**src/rtl/mult_seq_ctrl.sv**
```systemverilog
// Operand capture and iterative shift-add multiply sequencer for the 8x8 multiply lab.
// Keys are synchronised and edge-detected; operands and product live in clocked registers.
module mult_seq_ctrl #(
  parameter int WIDTH       = 8,
  parameter int SYNC_STAGES = 2
) (
  input  logic               clk,
  input  logic               rst,
  input  logic [WIDTH-1:0]   sw_data,
  input  logic               sel_b,
  input  logic               load_n,
  input  logic               start_n,
  output logic [WIDTH-1:0]   op_a,
  output logic [WIDTH-1:0]   op_b,
  output logic [WIDTH-1:0]   led_op,
  output logic [2*WIDTH-1:0] result,
  output logic               busy,
  output logic               done
);
  // state | meaning
  // IDLE  | waiting for load/start presses
  // RUN   | WIDTH shift-add iterations
  // DONE  | product copied to result, done high
  localparam int CW = $clog2(WIDTH + 1);

  typedef enum logic [1:0] {IDLE, RUN, DONE} state_t;

  state_t                 state;
  logic [SYNC_STAGES-1:0] load_sync, start_sync;
  logic                   load_prev, start_prev;
  logic                   load_press, start_press;
  logic [2*WIDTH-1:0]     acc, mcand;
  logic [WIDTH-1:0]       mplier;
  logic [CW-1:0]          cnt;

  // Sync chains reset to the released level so reset never fakes a press.
  always_ff @(posedge clk) begin
    if (rst) begin
      load_sync  <= '1;
      start_sync <= '1;
      load_prev  <= 1'b1;
      start_prev <= 1'b1;
    end else begin
      load_sync  <= {load_sync[SYNC_STAGES-2:0], load_n};
      start_sync <= {start_sync[SYNC_STAGES-2:0], start_n};
      load_prev  <= load_sync[SYNC_STAGES-1];
      start_prev <= start_sync[SYNC_STAGES-1];
    end
  end

  assign load_press  = load_prev  & ~load_sync[SYNC_STAGES-1];
  assign start_press = start_prev & ~start_sync[SYNC_STAGES-1];

  always_ff @(posedge clk) begin
    if (rst) begin
      state  <= IDLE;
      op_a   <= '0;
      op_b   <= '0;
      result <= '0;
      acc    <= '0;
      mcand  <= '0;
      mplier <= '0;
      cnt    <= '0;
      done   <= 1'b0;
    end else begin
      done <= 1'b0;
      case (state)
        IDLE: begin
          // A load wins over a coincident start.
          if (load_press) begin
            if (sel_b) op_b <= sw_data;
            else       op_a <= sw_data;
          end else if (start_press) begin
            state  <= RUN;
            acc    <= '0;
            mcand  <= {{WIDTH{1'b0}}, op_a};
            mplier <= op_b;
            cnt    <= '0;
          end
        end
        RUN: begin
          if (mplier[0]) acc <= acc + mcand;
          mcand  <= mcand << 1;
          mplier <= mplier >> 1;
          cnt    <= cnt + CW'(1);
          if (cnt == CW'(WIDTH - 1)) begin
            state <= DONE;
            done  <= 1'b1;
          end
        end
        DONE: begin
          result <= acc;
          state  <= IDLE;
        end
        default: state <= IDLE;
      endcase
    end
  end

  assign busy   = (state != IDLE);
  assign led_op = sel_b ? op_b : op_a;

endmodule

```
**config.mk**
```make
export PLATFORM = sky130hd
export DESIGN_NAME = mult_seq_ctrl
export DESIGN_NICKNAME = d
export VERILOG_FILES = /design/src/rtl/mult_seq_ctrl.sv
export SDC_FILE = /design/constraint.sdc
export NUM_CORES = 1
export LEC_CHECK = 0
export CAP_MARGIN = 20
export CORE_UTILIZATION = 60
export DETAILED_ROUTE_END_ITERATION = 10
export DONT_BUFFER_PORTS = 1
export GPL_ROUTABILITY_DRIVEN = 0
export MAX_ROUTING_LAYER = met4
export PLACE_DENSITY = 0.74
export SLEW_MARGIN = 20
export SYNTH_ARGS = -nofsm -noshare
export SYNTH_HDL_FRONTEND = slang
export SYNTH_SLANG_ARGS = --single-unit
```
**constraint.sdc**
```tcl
create_clock -name clk -period 2.6 [get_ports clk]
set_clock_uncertainty 0.05 [all_clocks]
set_input_delay 0.26 -clock clk [delete_from_list [all_inputs] [get_ports clk]]
set_output_delay 0.26 -clock clk [all_outputs]
set_load 0.02 [all_outputs]
```
==> run summary, run 1 <==
status -> finished clean
CTS Buf Count -> 9
Sum Neg Setup Slack -> 0 ps
crit start category -> flip-flop
I/O pin cnt -> 55
Initial Util -> 63.7%
RSZ-0062 raised after global routing -> false
worst reg2reg path startpoint -> acc[0]$_SDFFE_PP0P_
maximum clock frequency -> 0.414 GHz
die extent in y -> 82.5 um
detailed placement HPWL -> 5.74 mm
Post-Route Utilization -> 69.7%
Routed Wire Length -> 8.47 mm
maximum vdd drop -> 0.401 mV
Register-to-Register Path Depth -> 9
number of global-route vias before repair -> 2999
H-tree depth -> 3
P&R area growth vs syn -> 9.41%
Die Area -> 0.00680 mm^2
Seq/Total Area, Yosys -> 43.8%
DR pass1 iterations -> 4
n_diodes -> 0
synth unique cells -> 53
drt first-iter violations -> 189
most frequent CP cell -> o21a_1
final period utilization -> 93.0%
drt via density -> 6.06
CTS tree -> yes
Hold EP -> op_b[3]$_SDFFE_PP0P_
Synth Area per Inst -> 8.79 um^2
clock-pin slew on the worst setup and hold paths -> 80 ps
WL/cell -> 16.1 um
nets -> 477
CP max stage cell -> or4_1
async set-or-reset flop fraction in the synthesized netlist -> 0%
DRC violations left -> 0
Worst R2R End -> acc[10]$_SDFFE_PP0P_
Worst path max stage delay -> 410 ps
clk_lat worst skew -> 350 ps
IO buf count -> 0
WP data required -> 2790 ps
placed cell area -> 0.00396 mm^2
WHS Path Cells -> 2
FF+latch count, synth -> 85
worst hold-check path type -> primary input to flip-flop
pwr/cell area -> 558 mW/mm^2
CP Cell Sequence -> ha_1 > inv_1 > fa_1 > nor2b_1 > o31a_1 > o21a_1 > o21a_1 > or4_1 > a32o_1
most frequent cells in the layout -> dfxtp_1, nand2_1, nor2_1
gr ovfl total -> 0
cell area after layout -> 0.00425 mm^2
Clock Sinks -> 85
Slew @ Worst Pin -> 602 ps
largest net degree at the start of global routing -> 77
Hold Slack -> 13.0 ps
Synth Warn # -> 0
max cap viols -> 0
Total GRT Usage -> 27.6%
crit path kind -> flip-flop to flip-flop
Top FF cell, synth -> dfxtp_1
syn nets -> 472
clock buffer depth -> 2
Max-slew headroom -> 59.7%
post-CTS setup buffer count -> 0
first-pass GRT wire length -> 13.8 mm
WP data arrival -> 2610 ps
cell row count -> 28
post-layout min period -> 2420 ps
Crit Path Max Fanout -> 4
max-slew violations -> 0
Placeable Area -> 0.00610 mm^2
final count of hold timing violations -> 0
critical path endpoint category -> flip-flop
CP top delay family -> compound AO/OA/AOI/OAI gates
Die Width -> 82.5 um
synthesized instance count -> 442
antenna-violating nets left -> 0
share of cells above drive strength 1 -> 9.73%
initial antenna violation count -> 0
number of synthesized flops with an enable pin -> 0
crit path buf inv count -> 1
Pleak -> 1.55 nW
root buffer cell -> clkbuf_8
vias -> 3194
Post-Synthesis Cell Area -> 0.00388 mm^2
min-delay src -> sw_data[3]
R2R Setup Slk -> 180 ps
final setup violating endpoints -> 0
most common cell after layout, fill and taps aside -> dfxtp_1
==> report_power, final <==
group	total, mW	switching, mW	internal [mW]
logic	0.176	0.104	0.0717
clock network	0.836	0.462	0.374
registers	1.36	0.0306	1.33
total	2.37	0.597	1.77
==> flip-flops by register name (all words and copies together) (netlist names) <==
name        count
acc            16
cnt             4
done            1
load_prev       1
load_sync       2
mcand          16
mplier          8
op_a            8
op_b            8
result         16
start_prev      1
start_sync      2
state           2
==> cell families after synthesis <==
family | after synthesis | share of synthesized area (%)
AO/OA/AOI/OAI | 115 | 19.3
XOR/XNOR | 7 | 1.58
adder cells (fa/ha/maj) | 17 | 5.67
buffers and inverters | 31 | 3.13
flip-flops | 85 | 43.8
multiplexers | 32 | 8.54
AND/OR/NAND/NOR | 155 | 18.0
==> layout make-up <==
type	instances	area [um^2]
multi-input cells	326	2070
fillers	495	1850
flip-flops and latches	85	1700
repair buffers	17	183
clock buffers	11	141
well taps	75	93.8
clock inverters	5	33.8
inverters	8	30.0
==> per-layer routing <==
metal	global-route usage (%)	vias up	part of all wire, %
li1	-	1591	-
met1	35.6	1511	48
met2	42.6	78	46
met3	5.49	14	4.3
met4	10.2	0	1.5
met5	-	-	0
==> worst max-delay path by stage <==
stage,start,endpoint,slack [ps],cells after the start
after floorplan,acc[0]$_SDFFE_PP0P_,acc[10]$_SDFFE_PP0P_,370,9
after global placement,acc[0]$_SDFFE_PP0P_,acc[10]$_SDFFE_PP0P_,280,9
final,acc[0]$_SDFFE_PP0P_,acc[10]$_SDFFE_PP0P_,180,9
after global routing,acc[0]$_SDFFE_PP0P_,acc[10]$_SDFFE_PP0P_,70,9
after detailed placement,acc[0]$_SDFFE_PP0P_,acc[10]$_SDFFE_PP0P_,220,9
after CTS,acc[0]$_SDFFE_PP0P_,acc[10]$_SDFFE_PP0P_,200,9
==> synthesized netlist by cell type, types with 8 or more instances <==
library cell | instances | area [um^2]
a211oi_1 | 16 | 120
a21oi_1 | 43 | 215
a22oi_1 | 13 | 97.6
clkbuf_1 | 21 | 78.8
dfxtp_1 | 85 | 1700
ha_1 | 16 | 200
inv_1 | 8 | 30.0
mux2_2 | 9 | 101
mux2i_1 | 23 | 230
nand2_1 | 57 | 214
nand3_1 | 12 | 60.1
nor2_1 | 49 | 184
o21ai_0 | 12 | 60.1
==> per-stage QoR <==
step                      worst slack, ps  power, mW  instances
after floorplan                       371       1.52        442
after CTS                             201       2.39        526
after global routing                 68.7       2.46        527
after global placement                281       1.53        501
final                                 182       2.37        527
after detailed placement              219       1.53        501
==> what timing repair did <==
action | CTS | global route
endpoints found under the hold margin | 76 | 1
gates resized for setup | 0 | 0
hold buffers | 9 | 1
Note: power is estimated with default switching activity, not from simulation.
==> run 2, diff against run 1 <==
- CORE_MARGIN: default -> 3
- CORE_UTILIZATION: 60 -> 50
- PLACE_DENSITY: 0.74 -> 0.63
==> run summary, run 2 (synthesis results as in run 1) <==
CP max stage cell -> or4_1
pwr/cell area -> 604 mW/mm^2 (+8.2%)
WL/cell -> 15.2 um (-5.6%)
CP top delay family -> compound AO/OA/AOI/OAI gates
Sum Neg Setup Slack -> 0 ps (unchanged)
net switching fraction of the power -> 23.0% (-2.2 points)
Die Width -> 94.1 um (+14%)
drt first-iter violations -> 183 (-3.2%)
nets -> 482 (+1.0%)
DR pass1 iterations -> 4 (unchanged)
Worst R2R End -> acc[10]$_SDFFE_PP0P_
vias -> 3136 (-1.8%)
initial antenna violation count -> 0 (unchanged)
n_diodes -> 0 (unchanged)
root buffer cell -> clkbuf_8
Slew @ Worst Pin -> 533 ps (-68.3 ps)
CTS tree -> yes
Clock Power Share -> 42.1% (+6.9 points)
maximum clock frequency -> 0.418 GHz (+1.1%)
final count of hold timing violations -> 0 (unchanged)
Initial Util -> 52.4% (-11 points)
maximum vdd drop -> 0.279 mV (-30%)
final period utilization -> 92.0% (-1.0 points)
Pleak -> 1.60 nW (+3.5%)
DRC violations left -> 0 (unchanged)
most frequent cells in the layout -> dfxtp_1, nand2_1, nor2_1
first-pass GRT wire length -> 14.2 mm (+2.5%)
Register-to-Register Path Depth -> 9 (unchanged)
RSZ-0062 raised after global routing -> false
Top Registers -> acc: 16 flops, mcand: 16 flops, result: 16 flops
Worst path max stage delay -> 390 ps (-20 ps)
Hold EP -> op_a[7]$_SDFFE_PP0P_
P_int -> 2.05 mW (+15%)
max-slew violations -> 0 (unchanged)
Placeable Area -> 0.00741 mm^2 (+22%)
Crit Path Max Fanout -> 4 (unchanged)
status -> finished clean
number of global-route vias before repair -> 2934 (-2.2%)
min-delay src -> sw_data[7]
WP data arrival -> 2580 ps (-30 ps)
most frequent CP cell -> o21a_1
drt via density -> 5.64 (-6.9%)
WHS Path Cells -> 2 (unchanged)
placed cell area -> 0.00399 mm^2 (+0.76%)
Cell Count, Final, Fillers Out -> 556 (+5.5%)
NetSw -> 0.612 mW (+2.4%)
gr ovfl total -> 0 (unchanged)
detailed placement HPWL -> 5.94 mm (+3.5%)
R2R Setup Slk -> 210 ps (+30 ps)
IO buf count -> 0 (unchanged)
worst reg2reg path startpoint -> acc[0]$_SDFFE_PP0P_
clk_lat worst skew -> 350 ps (about the same)
crit path buf inv count -> 1 (unchanged)
Routed Wire Length -> 8.43 mm (-0.41%)
final setup violating endpoints -> 0 (unchanged)
die extent in y -> 94.1 um (+14%)
sequential share of power -> 51.2% (-6.1 points)
crit path kind -> flip-flop to flip-flop
cell row count -> 31 (+11%)
P&R area growth vs syn -> 13.3%
critical path endpoint category -> flip-flop
WP data required -> 2790 ps (about the same)
Total GRT Usage -> 20.9% (-6.7 points)
Max-slew headroom -> 64.1% (+4.3 points)
H-tree depth -> 3 (unchanged)
max cap viols -> 0 (unchanged)
Clock Sinks -> 85 (unchanged)
cell area after layout -> 0.00440 mm^2 (+3.6%)
most common cell after layout, fill and taps aside -> dfxtp_1
clock buffer depth -> 2 (unchanged)
worst hold-check path type -> primary input to flip-flop
crit start category -> flip-flop
antenna-violating nets left -> 0 (unchanged)
Die Area -> 0.00886 mm^2 (+30%)
CTS Buf Count -> 9 (unchanged)
CP Cell Sequence -> ha_1 > inv_1 > fa_1 > nor2b_1 > o31a_1 > o21a_1 > o21a_1 > or4_1 > a32o_1
I/O pin cnt -> 55 (unchanged)
post-CTS setup buffer count -> 0 (unchanged)
post-layout min period -> 2390 ps (-26.4 ps)
Logic pwr share -> 6.7% (-0.7 points)
share of cells above drive strength 1 -> 10.1% (+0.33 points)
# fillers -> 671 (+36%)
clock-pin slew on the worst setup and hold paths -> 90 ps (about the same)
largest net degree at the start of global routing -> 77 (unchanged)
dpl cells -> 525 (+4.8%)
run 2: cell types whose count changed in the layout (fill, tap and decap cells not counted), sizes merged:
cell / before / now
clkinv: 2 / 3
clkinvlp: 2 / 0
clkbuf: 11 / 9
dlygate4sd3: 9 / 14
bufinv: 0 / 3
run 2: per-stage QoR:
stage,power (mW),hold WS [ps],setup slack [ps],utilization [%]
3_3_place_gp,1.53,287,287,53.8
4_1_cts,2.69,9.35,70.0,59.4
3_5_place_dp,1.53,288,251,53.8
6_report,2.66,23.2,208,59.4
5_1_grt,2.77,15.4,66.2,59.4
2_1_floorplan,1.52,314,371,-
run 2: power groups by stage:
stage                     Clock [mW]  Combinational (mW)  Sequential, mW
after CTS                       1.15               0.177            1.36
after floorplan                    0               0.134            1.38
final                           1.12               0.177            1.36
after global routing            1.21               0.197            1.37
after global placement             0               0.137            1.39
after detailed placement           0               0.138            1.39
run 2: worst max path at each step:
stage | startpoint | endpoint | slack [ps] | depth (start not counted)
after floorplan | acc[0]$_SDFFE_PP0P_ | acc[10]$_SDFFE_PP0P_ | 370 | 9
after global placement | acc[0]$_SDFFE_PP0P_ | acc[10]$_SDFFE_PP0P_ | 290 | 9
after detailed placement | acc[0]$_SDFFE_PP0P_ | acc[10]$_SDFFE_PP0P_ | 250 | 9
after CTS | state[0]$_SDFFE_PP0P_ | op_b[2]$_SDFFE_PP0P_ | 70 | 7
after global routing | acc[0]$_SDFFE_PP0P_ | acc[10]$_SDFFE_PP0P_ | 70 | 9
final | acc[0]$_SDFFE_PP0P_ | acc[10]$_SDFFE_PP0P_ | 210 | 9
run 2: layer usage:
layer  wire length [um]  share of wire, %  global-route usage [%]
met3                441               5.2                    4.49
met2               3780                45                    31.5
met5                  0                 0                       -
met1               4080                48                    27.4
met4                135               1.6                    7.94
run 2: final cells by class:
cell class / instances / area, um^2 / area share [%]
multi-input combinational: 326 / 2070 / 47.0
sequential: 85 / 1700 / 38.7
timing repair buffer: 22 / 233 / 5.29
clock buffer: 9 / 124 / 2.81
tap: 99 / 124 / 2.81
clock inverter: 7 / 121 / 2.76
inverter: 8 / 30.0 / 0.682
run 2: what timing repair did:
action / in CTS / in global routing
hold endpoints to repair: 76 / 0
resized for setup: 0 / 1
hold buffers: 15 / 0
endpoints found under the setup margin: 0 / 1
==> run 3, diff against run 2 <==
- clock period: 2.6 -> 2.4 ns (I/O delays scaled with it)
==> run summary, run 3 (synthesis results as in run 1) <==
status -> finished clean
max-slew violations -> 0 (unchanged)
P&R area growth vs syn -> 16.1%
Max-slew headroom -> 60.0% (-4.0 points)
drt via density -> 5.74 (+1.8%)
gr ovfl total -> 0 (unchanged)
vias -> 3238 (+3.3%)
most frequent CP cell -> o21a_1
Pleak -> 1.63 nW (+1.9%)
H-tree depth -> 3 (unchanged)
antenna-violating nets left -> 0 (unchanged)
initial antenna violation count -> 0 (unchanged)
Cell Count, Final, Fillers Out -> 564 (+1.4%)
maximum clock frequency -> 0.431 GHz (+3.1%)
Die Area -> 0.00886 mm^2 (unchanged)
critical path endpoint category -> flip-flop
final count of hold timing violations -> 0 (unchanged)
detailed placement HPWL -> 6.04 mm (+1.7%)
die extent in y -> 94.1 um (unchanged)
Top Registers -> acc: 16 flops, mcand: 16 flops, result: 16 flops
nets -> 490 (+1.7%)
IO buf count -> 0 (unchanged)
crit path kind -> flip-flop to flip-flop
root buffer cell -> clkbuf_8
clock-pin slew on the worst setup and hold paths -> 90 ps (about the same)
WP data required -> 2600 ps (-190 ps)
Worst path max stage delay -> 400 ps (about the same)
post-layout min period -> 2320 ps (-72.7 ps)
drt first-iter violations -> 156 (-15%)
pwr/cell area -> 654 mW/mm^2 (+8.2%)
CP top delay family -> compound AO/OA/AOI/OAI gates
n_diodes -> 0 (unchanged)
largest net degree at the start of global routing -> 77 (unchanged)
Routed Wire Length -> 9.07 mm (+7.5%)
first-pass GRT wire length -> 14.9 mm (+5.0%)
Placeable Area -> 0.00741 mm^2 (unchanged)
CP max stage cell -> or4_1
crit start category -> flip-flop
CTS Buf Count -> 9 (unchanged)
final period utilization -> 96.6% (+4.6 points)
crit path buf inv count -> 1 (unchanged)
Slew @ Worst Pin -> 597 ps (+64.1 ps)
DRC violations left -> 0 (unchanged)
Die Width -> 94.1 um (unchanged)
most common cell after layout, fill and taps aside -> dfxtp_1
WL/cell -> 16.1 um (+6.0%)
CP Cell Sequence -> ha_4 > inv_2 > fa_2 > nor2b_2 > o31a_1 > o21a_1 > o21a_1 > or4_1 > a32o_1
number of global-route vias before repair -> 3080 (+5.0%)
total power -> 2.95 mW (+11%)
CTS tree -> yes
final setup violating endpoints -> 0 (unchanged)
Crit Path Max Fanout -> 4 (unchanged)
clk_lat worst skew -> 360 ps (about the same)
clock buffer depth -> 2 (unchanged)
maximum vdd drop -> 0.371 mV (+33%)
cell row count -> 31 (unchanged)
I/O pin cnt -> 55 (unchanged)
Total GRT Usage -> 21.8% (+0.97 points)
share of cells above drive strength 1 -> 12.7% (+2.6 points)
max cap viols -> 0 (unchanged)
most frequent cells in the layout -> dfxtp_1, nand2_1, nor2_1
WP data arrival -> 2520 ps (-60 ps)
worst hold-check path type -> primary input to flip-flop
Clock Sinks -> 85 (unchanged)
DR pass1 iterations -> 4 (unchanged)
dpl cells -> 529 (+0.76%)
Initial Util -> 52.4% (unchanged)
run 3: cell types whose count changed in the layout (fill, tap and decap cells not counted), sizes merged:
| cell | change |
|---|---|
| inv | +2 |
| buf | +6 |
| dlygate4sd3 | +2 |
| clkinv | -3 |
| clkbuf | +1 |
run 3: repair_timing:
item | CTS | global route
gates resized for setup | 0 | 10
hold endpoints to repair | 76 | 0
buffers inserted | 0 | 2
setup endpoints to repair | 0 | 5
hold buffers | 17 | 0
run 3: layout make-up:
type	instances	area [um^2]
flip-flops and latches	85	1700
clock inverters	6	116
inverters	8	30.0
multi-input cells	326	2100
repair buffers	30	298
fillers	658	2900
clock buffers	10	138
well taps	99	124
run 3: layer usage:
layer,share of wire [%],track usage (%),vias up
li1,-,-,1620
met1,48,29.3,1518
met2,45,33.1,90
met3,6.4,4.33,10
met4,0.83,7.10,0
met5,0,-,-
run 3: through the flow:
stage	TNS [ps]	util (%)	cell area [um^2]	hold WS (ps)	setup WS [ps]
finish	0	60.9	4510	145	81.2
global route	-3.67	60.9	4510	160	-3.67
CTS	0	60.2	4460	137	4.59
detailed placement	0	54.2	4020	269	61.8
global placement	0	54.2	4020	266	114
floorplan	0	-	3880	294	171
run 3: final timing paths:
check                                              from                      end  slack, ps  cells after the start
worst min-delay path                                rst     acc[11]$_SDFFE_PP0P_        150                      2
worst min register to register  load_sync[0]$_SDFF_PP1_  load_sync[1]$_SDFF_PP1_        360                      1
worst max register to register    mcand[0]$_SDFFE_PP0P_     acc[10]$_SDFFE_PP0P_         80                      9
worst max-delay path              mcand[0]$_SDFFE_PP0P_     acc[10]$_SDFFE_PP0P_         80                      9
run 3: where the power goes:
part	total (mW)	internal, mW	switching, mW
logic	0.198	0.0845	0.114
registers	1.48	1.44	0.0362
clock network	1.27	0.731	0.542
total	2.95	2.26	0.692
run 3: worst register-to-register path: stages (launching register included):
cell and delay, ps:
dfxtp_2 350, ha_4 170, inv_2 60, fa_2 220, nor2b_2 50, o31a_1 250
o21a_1 220, o21a_1 180, or4_1 400, a32o_1 260
